<file path="config.mk">
export PLATFORM = sky130hd
export DESIGN_NAME = multicycle_ctrl_flat
export DESIGN_NICKNAME = d
export VERILOG_FILES = /design/src/rtl/multicycle_ctrl_if.sv /design/src/rtl/multicycle_ctrl.sv /design/src/flat_wrapper.sv
export SDC_FILE = /design/constraint.sdc
export NUM_CORES = 1
export LEC_CHECK = 0
export CORE_UTILIZATION = 45
export CTS_BUF_LIST = sky130_fd_sc_hd__clkbuf_16
export DETAILED_ROUTE_END_ITERATION = 10
export MAX_ROUTING_LAYER = met4
export PLACE_DENSITY = 0.8
export SYNTH_ARGS = -nofsm -noshare
export SYNTH_HDL_FRONTEND = slang
export SYNTH_SLANG_ARGS = --single-unit
export TNS_END_PERCENT = 10
</file>
<file path="constraint.sdc">
create_clock -name clk -period 3.2 [get_ports clk]
set_input_delay 0.8 -clock clk [delete_from_list [all_inputs] [get_ports clk]]
set_output_delay 0.8 -clock clk [all_outputs]
set_load 0.02 [all_outputs]
</file>
<file path="src/rtl/multicycle_ctrl_if.sv">
//------------------------------------------------------------------------------
// multicycle_ctrl_if : instruction fields, ALU flag and datapath controls
// Revision 1.0
//------------------------------------------------------------------------------
`default_nettype none

interface multicycle_ctrl_if;
  logic [5:0] opcode;
  logic [5:0] funct;
  logic       Zero;
  logic [2:0] ALUOp;
  logic       ALUSrcA;
  logic [1:0] ALUSrcB;
  logic [1:0] PCSrc;
  logic       pc_en;
  logic       IorD;
  logic       MemRead;
  logic       MemWrite;
  logic       IRWrite;
  logic       RegWrite;
  logic       RegDst;
  logic       MemtoReg;
  logic       illegal;

  modport master (
    input  opcode, funct, Zero,
    output ALUOp, ALUSrcA, ALUSrcB, PCSrc, pc_en, IorD, MemRead, MemWrite,
           IRWrite, RegWrite, RegDst, MemtoReg, illegal
  );

  modport slave (
    output opcode, funct, Zero,
    input  ALUOp, ALUSrcA, ALUSrcB, PCSrc, pc_en, IorD, MemRead, MemWrite,
           IRWrite, RegWrite, RegDst, MemtoReg, illegal
  );
endinterface

`default_nettype wire

</file>
<file path="src/rtl/multicycle_ctrl.sv">
//------------------------------------------------------------------------------
// multicycle_ctrl : Moore control FSM for the single-ALU multi-cycle MIPS path
// Revision 1.0
//------------------------------------------------------------------------------
`default_nettype none

module multicycle_ctrl (
  input  logic              clk,
  input  logic              reset_n,
  multicycle_ctrl_if.master bus
);

  localparam logic [5:0] c_OP_RTYPE = 6'h00;
  localparam logic [5:0] c_OP_LW    = 6'h23;
  localparam logic [5:0] c_OP_SW    = 6'h2B;
  localparam logic [5:0] c_OP_BEQ   = 6'h04;
  localparam logic [5:0] c_OP_ADDI  = 6'h08;
  localparam logic [5:0] c_OP_J     = 6'h02;

  localparam logic [5:0] c_FN_ADD = 6'h20;
  localparam logic [5:0] c_FN_SUB = 6'h22;
  localparam logic [5:0] c_FN_AND = 6'h24;
  localparam logic [5:0] c_FN_OR  = 6'h25;
  localparam logic [5:0] c_FN_SLT = 6'h2A;

  typedef enum logic [3:0] {
    S_FETCH  = 4'd0,
    S_DECODE = 4'd1,
    S_MEMADR = 4'd2,
    S_MEMRD  = 4'd3,
    S_MEMWB  = 4'd4,
    S_MEMWR  = 4'd5,
    S_EXEC   = 4'd6,
    S_ALUWB  = 4'd7,
    S_BRANCH = 4'd8,
    S_ADDIEX = 4'd9,
    S_ADDIWB = 4'd10,
    S_JUMP   = 4'd11
  } state_t;

  state_t     state_q, state_d;
  logic [5:0] funct_q;
  logic       is_lw_q;
  logic       funct_ok;
  logic       pc_write;
  logic       pc_write_cond;

  // Instruction fields are captured in DECODE so later states ignore IR churn
  always_ff @(posedge clk or negedge reset_n) begin
    if (!reset_n) begin
      state_q <= S_FETCH;
      funct_q <= 6'h00;
      is_lw_q <= 1'b0;
    end else begin
      state_q <= state_d;
      if (state_q == S_DECODE) begin
        funct_q <= bus.funct;
        is_lw_q <= (bus.opcode == c_OP_LW);
      end
    end
  end

  always_comb begin
    funct_ok = 1'b0;
    case (bus.funct)
      c_FN_ADD, c_FN_SUB, c_FN_AND, c_FN_OR, c_FN_SLT: funct_ok = 1'b1;
      default:                                         funct_ok = 1'b0;
    endcase
  end

  always_comb begin
    state_d       = state_q;
    bus.ALUOp     = 3'b010;
    bus.ALUSrcA   = 1'b0;
    bus.ALUSrcB   = 2'b00;
    bus.PCSrc     = 2'b00;
    bus.IorD      = 1'b0;
    bus.MemRead   = 1'b0;
    bus.MemWrite  = 1'b0;
    bus.IRWrite   = 1'b0;
    bus.RegWrite  = 1'b0;
    bus.RegDst    = 1'b0;
    bus.MemtoReg  = 1'b0;
    bus.illegal   = 1'b0;
    pc_write      = 1'b0;
    pc_write_cond = 1'b0;

    case (state_q)
      S_FETCH: begin
        bus.MemRead = 1'b1;
        bus.IRWrite = 1'b1;
        bus.ALUSrcB = 2'b01;
        pc_write    = 1'b1;
        state_d     = S_DECODE;
      end
      S_DECODE: begin
        bus.ALUSrcB = 2'b11;
        case (bus.opcode)
          c_OP_RTYPE: begin
            if (funct_ok) begin
              state_d = S_EXEC;
            end else begin
              bus.illegal = 1'b1;
              state_d     = S_FETCH;
            end
          end
          c_OP_LW, c_OP_SW: state_d = S_MEMADR;
          c_OP_BEQ:         state_d = S_BRANCH;
          c_OP_ADDI:        state_d = S_ADDIEX;
          c_OP_J:           state_d = S_JUMP;
          default: begin
            bus.illegal = 1'b1;
            state_d     = S_FETCH;
          end
        endcase
      end
      S_MEMADR: begin
        bus.ALUSrcA = 1'b1;
        bus.ALUSrcB = 2'b10;
        state_d     = is_lw_q ? S_MEMRD : S_MEMWR;
      end
      S_MEMRD: begin
        bus.MemRead = 1'b1;
        bus.IorD    = 1'b1;
        state_d     = S_MEMWB;
      end
      S_MEMWB: begin
        bus.RegWrite = 1'b1;
        bus.MemtoReg = 1'b1;
        state_d      = S_FETCH;
      end
      S_MEMWR: begin
        bus.MemWrite = 1'b1;
        bus.IorD     = 1'b1;
        state_d      = S_FETCH;
      end
      S_EXEC: begin
        bus.ALUSrcA = 1'b1;
        case (funct_q)
          c_FN_ADD: bus.ALUOp = 3'b010;
          c_FN_SUB: bus.ALUOp = 3'b110;
          c_FN_AND: bus.ALUOp = 3'b000;
          c_FN_OR:  bus.ALUOp = 3'b001;
          c_FN_SLT: bus.ALUOp = 3'b111;
          default:  bus.ALUOp = 3'b010;
        endcase
        state_d = S_ALUWB;
      end
      S_ALUWB: begin
        bus.RegWrite = 1'b1;
        bus.RegDst   = 1'b1;
        state_d      = S_FETCH;
      end
      S_BRANCH: begin
        bus.ALUSrcA   = 1'b1;
        bus.ALUOp     = 3'b110;
        bus.PCSrc     = 2'b01;
        pc_write_cond = 1'b1;
        state_d       = S_FETCH;
      end
      S_ADDIEX: begin
        bus.ALUSrcA = 1'b1;
        bus.ALUSrcB = 2'b10;
        state_d     = S_ADDIWB;
      end
      S_ADDIWB: begin
        bus.RegWrite = 1'b1;
        state_d      = S_FETCH;
      end
      S_JUMP: begin
        bus.PCSrc = 2'b10;
        pc_write  = 1'b1;
        state_d   = S_FETCH;
      end
      default: state_d = S_FETCH;
    endcase
  end

  // Zero is consumed in the cycle it arrives, so the branch decision stays combinational
  assign bus.pc_en = pc_write | (pc_write_cond & bus.Zero);

endmodule

`default_nettype wire

</file>
<file path="src/flat_wrapper.sv">
// flat-port wrapper written by rule: the top's interface ports become plain ports
module multicycle_ctrl_flat 
  (clk, reset_n, bus_opcode, bus_funct, bus_Zero, bus_ALUOp, bus_ALUSrcA, bus_ALUSrcB, bus_PCSrc, bus_pc_en, bus_IorD, bus_MemRead, bus_MemWrite, bus_IRWrite, bus_RegWrite, bus_RegDst, bus_MemtoReg, bus_illegal);
  multicycle_ctrl_if bus_i ();
  input  logic clk;
  input  logic reset_n;
  input wire logic [$bits(bus_i.opcode)-1:0] bus_opcode;
  input wire logic [$bits(bus_i.funct)-1:0] bus_funct;
  input wire logic [$bits(bus_i.Zero)-1:0] bus_Zero;
  output wire logic [$bits(bus_i.ALUOp)-1:0] bus_ALUOp;
  output wire logic [$bits(bus_i.ALUSrcA)-1:0] bus_ALUSrcA;
  output wire logic [$bits(bus_i.ALUSrcB)-1:0] bus_ALUSrcB;
  output wire logic [$bits(bus_i.PCSrc)-1:0] bus_PCSrc;
  output wire logic [$bits(bus_i.pc_en)-1:0] bus_pc_en;
  output wire logic [$bits(bus_i.IorD)-1:0] bus_IorD;
  output wire logic [$bits(bus_i.MemRead)-1:0] bus_MemRead;
  output wire logic [$bits(bus_i.MemWrite)-1:0] bus_MemWrite;
  output wire logic [$bits(bus_i.IRWrite)-1:0] bus_IRWrite;
  output wire logic [$bits(bus_i.RegWrite)-1:0] bus_RegWrite;
  output wire logic [$bits(bus_i.RegDst)-1:0] bus_RegDst;
  output wire logic [$bits(bus_i.MemtoReg)-1:0] bus_MemtoReg;
  output wire logic [$bits(bus_i.illegal)-1:0] bus_illegal;
  assign bus_i.opcode = bus_opcode;
  assign bus_i.funct = bus_funct;
  assign bus_i.Zero = bus_Zero;
  assign bus_ALUOp = bus_i.ALUOp;
  assign bus_ALUSrcA = bus_i.ALUSrcA;
  assign bus_ALUSrcB = bus_i.ALUSrcB;
  assign bus_PCSrc = bus_i.PCSrc;
  assign bus_pc_en = bus_i.pc_en;
  assign bus_IorD = bus_i.IorD;
  assign bus_MemRead = bus_i.MemRead;
  assign bus_MemWrite = bus_i.MemWrite;
  assign bus_IRWrite = bus_i.IRWrite;
  assign bus_RegWrite = bus_i.RegWrite;
  assign bus_RegDst = bus_i.RegDst;
  assign bus_MemtoReg = bus_i.MemtoReg;
  assign bus_illegal = bus_i.illegal;
  multicycle_ctrl u_core (.clk(clk), .reset_n(reset_n), .bus(bus_i));
endmodule
</file>
==> impl_metrics.sql <==
INSERT INTO impl_metrics (metric_group, metric, value, unit) VALUES
('critical_path', 'cp-end-kind', 'output pin', ''),
('routing', 'post_route_antenna_net_violation_count', '0', ''),
('grt', 'grt_start_max_net_pins', '14', ''),
('yosys', 'synthesized_area_fraction_occupied_by_ao_oa_aoi_and_oai_cells', '18.37', '%'),
('sta', 'final-hold-violation-count', '0', ''),
('cts', 'clkLatencyLatePin', '0.24', 'ns'),
('power_and_ir_drop', 'powerDensity', '723.1', 'mW/mm2'),
('cts', 'cts_tree', 'yes', ''),
('routing', 'dr.first_iter.drc_count', '18', ''),
('cts', 'cts_max_level', '1', ''),
('yosys', 'synth_fa_ha_area_share', '0', '%'),
('grt', 'grt_pass1_vias', '837', ''),
('power_and_ir_drop', 'cellLeakagePower', '0.5344', 'nW'),
('cts', 'postCtsSetupRepairBufs', '0', ''),
('critical_path', 'crit_path_arrival_time', '2.37', 'ns'),
('grt', 'first_pass_grt_wire_length', '3822', 'um'),
('yosys', 'proportion_of_synthesized_area_in_mux_cells', '8.320', '%'),
('placement', 'dp_hpwl', '1712', 'um'),
('floorplan', 'area_of_the_core_region', '0.001577', 'mm2'),
('sta', 'final.min_clock_period', '3.165', 'ns'),
('sta', 'hold_worst_slack', '0.5315', 'ns'),
('yosys', 'synth-xor-area-share', '3.297', '%'),
('grt', 'initial_antenna_violation_count', '0', ''),
('cts', 'clk_root_buffer_cell', 'sky130_fd_sc_hd__clkbuf_16', ''),
('routing', 'drc', '4', ''),
('yosys', 'dominant_combinational_cell_family_by_area_after_synthesis', 'simple AND/OR/NAND/NOR gates', ''),
('grt', 'global_route.usage.total', '27.74', '%'),
('cells_and_area', 'drive_gt1_share', '21.58', '%'),
('cts', 'cts.sink_count', '11', ''),
('yosys', 'ys_warn_count', '0', ''),
('cells_and_area', 'syn2layout_area_growth', '66.56', '%'),
('power_and_ir_drop', 'max-vdd-ir-drop', '0.6205', 'mV'),
('routing', 'detailedRoute.firstPassIterationCount', '7', ''),
('sta', 'clock_skew', '0.001422', 'ns'),
('sta', 'timing.final.setup_violations', '0', ''),
('floorplan', 'floorplan.rows', '14', ''),
('floorplan', 'die-area', '0.001943', 'mm2'),
('yosys', 'postSynthAreaPerCell', '8.570', 'um2'),
('yosys', 'synth-seq-area-share', '34.54', '%'),
('yosys', 'postSynthRegisterBits', '11', ''),
('routing', 'viasPerCell', '5.684', ''),
('critical_path', 'timing.critical_path.fanout_max', '4', ''),
('yosys', 'mappedNetlistNets', '108', ''),
('cts', 'cts_hold_repair.buffers', '0', ''),
('yosys', 'netlist-cell-type-count', '35', ''),
('placement', 'globalplace.congestion', '0.8052', ''),
('status', 'outcome', 'complete, but fails checks', ''),
('floorplan', 'initial_utilization', '50.56', '%'),
('floorplan', 'dieHeight', '44.09', 'um'),
('cells_and_area', 'layoutNonFillerInstCount', '155', ''),
('sta', 'fmax', '0.3159', 'GHz'),
('cts', 'max-clock-path-buffers', '2', ''),
('sta', 'tightest_slew', '0.4940', 'ns'),
('yosys', 'synth_cells', '93', ''),
('sta', 'final-max-slew-violation-count', '0', ''),
('floorplan', 'die_w', '44.09', 'um'),
('placement', 'dp.cells', '151', ''),
('yosys', 'synth-simple-area-share', '29.36', '%'),
('status', 'failed_checks', 'design-rule violations', ''),
('min_path', 'hold_class', 'reg2reg', ''),
('routing', 'routed-via-count', '881', ''),
('cts', 'numCtsBuffers', '3', ''),
('grt', 'globalRouteOverflowTotal', '0', ''),
('cts', 'clk_pin_slew', '0.04', 'ns'),
('cells_and_area', 'insertedDiodeCount', '0', ''),
('cells_and_area', 'final_core_util', '84.21', '%'),
('routing', 'drt-wirelength-per-cell', '15.42', 'um'),
('run', 'timing.max_cap.violations', '0', ''),
('critical_path', 'criticalPathCategory', 'in2out', ''),
('critical_path', 'critPathLaunchType', 'primary input', ''),
('placement', 'port_buffers', '31', ''),
('critical_path', 'worstPathRequired', '2.40', 'ns'),
('floorplan', 'ios', '32', ''),
('routing', 'finalWirelength', '2390', 'um'),
('cells_and_area', 'num-nets-final', '155', ''),
('sta', 'min_period_over_period', '98.91', '%'),
('yosys', 'netlist_area', '797.0', 'um2'),
('sta', 'relSlewSlack', '66.96', '%');
==> worst max-delay path, cell delays in order <==
cell and delay (ns):
sky130_fd_sc_hd__clkdlybuf4s50_1 0.47, sky130_fd_sc_hd__buf_4 0.18, sky130_fd_sc_hd__nor3_1 0.28, sky130_fd_sc_hd__o21ai_0 0.12, sky130_fd_sc_hd__and4_1 0.20, sky130_fd_sc_hd__dlygate4sd2_1 0.31
==> per-stage QoR <==
step	power (mW)	area, um2	TNS (ns)	setup slack [ns]
after floorplan	0.5214	797.0	0	0.8514
after global routing	1.010	1328	-0.004088	-0.004088
after detailed placement	0.7297	1225	-0.1428	-0.1428
after global placement	0.7072	1225	-0.07943	-0.07943
final	0.9599	1328	0	0.03486
after CTS	0.9535	1309	0	0.07248
==> final timing paths <==
kind | to | slack, ns | cells after the start | start
hold reg to reg | u_core.funct_q[2] | 0.53 | 1 | u_core.funct_q[2]
max in group asynchronous | u_core.funct_q[2] | 1.97 | 1 | reset_n
setup reg to reg | u_core.funct_q[1] | 1.54 | 4 | u_core.state_q[2]
hold / removal | u_core.funct_q[2] | 0.53 | 1 | u_core.funct_q[2]
min in group asynchronous | u_core.is_lw_q | 0.90 | 1 | reset_n
setup / recovery | bus_illegal | 0.03 | 6 | bus_opcode[0]
==> synth_stat cells <==
cell type | n | share of area (%)
sky130_fd_sc_hd__xnor2_1 | 1 | 1.1
sky130_fd_sc_hd__or4b_4 | 1 | 1.7
sky130_fd_sc_hd__buf_4 | 1 | 0.94
sky130_fd_sc_hd__nor3b_1 | 2 | 1.9
sky130_fd_sc_hd__nand3b_1 | 1 | 0.94
sky130_fd_sc_hd__or3b_2 | 1 | 1.1
sky130_fd_sc_hd__o211ai_1 | 4 | 3.8
sky130_fd_sc_hd__o21bai_1 | 1 | 0.94
sky130_fd_sc_hd__inv_1 | 7 | 3.3
sky130_fd_sc_hd__a221oi_1 | 1 | 1.1
sky130_fd_sc_hd__and4_1 | 1 | 1.1
sky130_fd_sc_hd__o2bb2a_1 | 1 | 1.3
sky130_fd_sc_hd__nor2_1 | 6 | 2.8
sky130_fd_sc_hd__nor4b_2 | 1 | 1.9
sky130_fd_sc_hd__nand2_1 | 9 | 4.2
sky130_fd_sc_hd__o32a_1 | 1 | 1.3
sky130_fd_sc_hd__o22ai_1 | 1 | 0.79
sky130_fd_sc_hd__o21ai_1 | 1 | 0.63
sky130_fd_sc_hd__nand2b_1 | 5 | 3.9
sky130_fd_sc_hd__nor4_1 | 2 | 1.6
sky130_fd_sc_hd__a21oi_1 | 4 | 2.5
sky130_fd_sc_hd__nand3_1 | 3 | 1.9
sky130_fd_sc_hd__nor3_1 | 7 | 4.4
sky130_fd_sc_hd__mux2_1 | 1 | 1.4
sky130_fd_sc_hd__and2_1 | 1 | 0.79
sky130_fd_sc_hd__mux2_2 | 4 | 5.7
sky130_fd_sc_hd__clkbuf_1 | 4 | 1.9
sky130_fd_sc_hd__dfrtp_1 | 11 | 35
sky130_fd_sc_hd__nor4b_1 | 1 | 1.1
sky130_fd_sc_hd__xor2_1 | 2 | 2.2
sky130_fd_sc_hd__mux2i_1 | 1 | 1.3
sky130_fd_sc_hd__o21ai_0 | 3 | 1.9
sky130_fd_sc_hd__o32ai_2 | 1 | 2.0
sky130_fd_sc_hd__o311ai_0 | 1 | 1.1
sky130_fd_sc_hd__o2111ai_1 | 1 | 1.1
==> flip-flops by register name, summed over array words and instances (netlist names) <==
| name | flops |
|---|---|
| u_core.funct_q | 6 |
| u_core.state_q | 4 |
| u_core.is_lw_q | 1 |
==> metal layers <==
layer	vias to the layer above	track usage, %	routed length (um)
met2	41	49.71	1238
met3	8	4.082	112
met4	0	9.091	57
li1	435	-	-
met5	-	-	0
met1	397	31.41	982
==> report_power, final <==
group          switching (mW)  internal (mW)
Combinational           0.262          0.243
Sequential             0.0376          0.192
Clock                  0.0620          0.164
Total                   0.362          0.598
==> cells in the final DEF (no fill, tap or decap), types with 2 or more instances in the layout <==
cell / instances
sky130_fd_sc_hd__inv_1: 8
sky130_fd_sc_hd__o211ai_1: 4
sky130_fd_sc_hd__nor3_1: 6
sky130_fd_sc_hd__nand2b_1: 5
sky130_fd_sc_hd__o21ai_0: 3
sky130_fd_sc_hd__xor2_1: 2
sky130_fd_sc_hd__buf_4: 16
sky130_fd_sc_hd__a21oi_1: 4
sky130_fd_sc_hd__nand2_1: 9
sky130_fd_sc_hd__clkbuf_16: 3
sky130_fd_sc_hd__dfrtp_1: 11
sky130_fd_sc_hd__nand3_1: 3
sky130_fd_sc_hd__clkdlybuf4s50_1: 30
sky130_fd_sc_hd__mux2_2: 4
sky130_fd_sc_hd__nor2_1: 6
==> kinds of logic (layout without fill, tap and decap cells) <==
logic type | count (synthesis) | in the layout
XOR/XNOR | 3 | 3
buffers and inverters | 12 | 58
AO/OA/AOI/OAI | 20 | 20
AND/OR/NAND/NOR | 41 | 41
multiplexers | 6 | 6
flip-flops | 11 | 11
==> final cells by class <==
type,count,area (um2)
well taps,16,20.02
clock inverters,1,3.754
flip-flops and latches,11,275.3
multi-input cells,70,498.0
inverters,7,26.28
fillers,87,249.0
repair buffers,47,429.2
clock buffers,3,75.07
==> repair_timing <==
action / in CTS / in global routing
pin swaps: 0 / 0
setup endpoints to repair: 1 / 1
resized for setup: 2 / 3
Note: power is estimated with default switching activity, not from simulation.
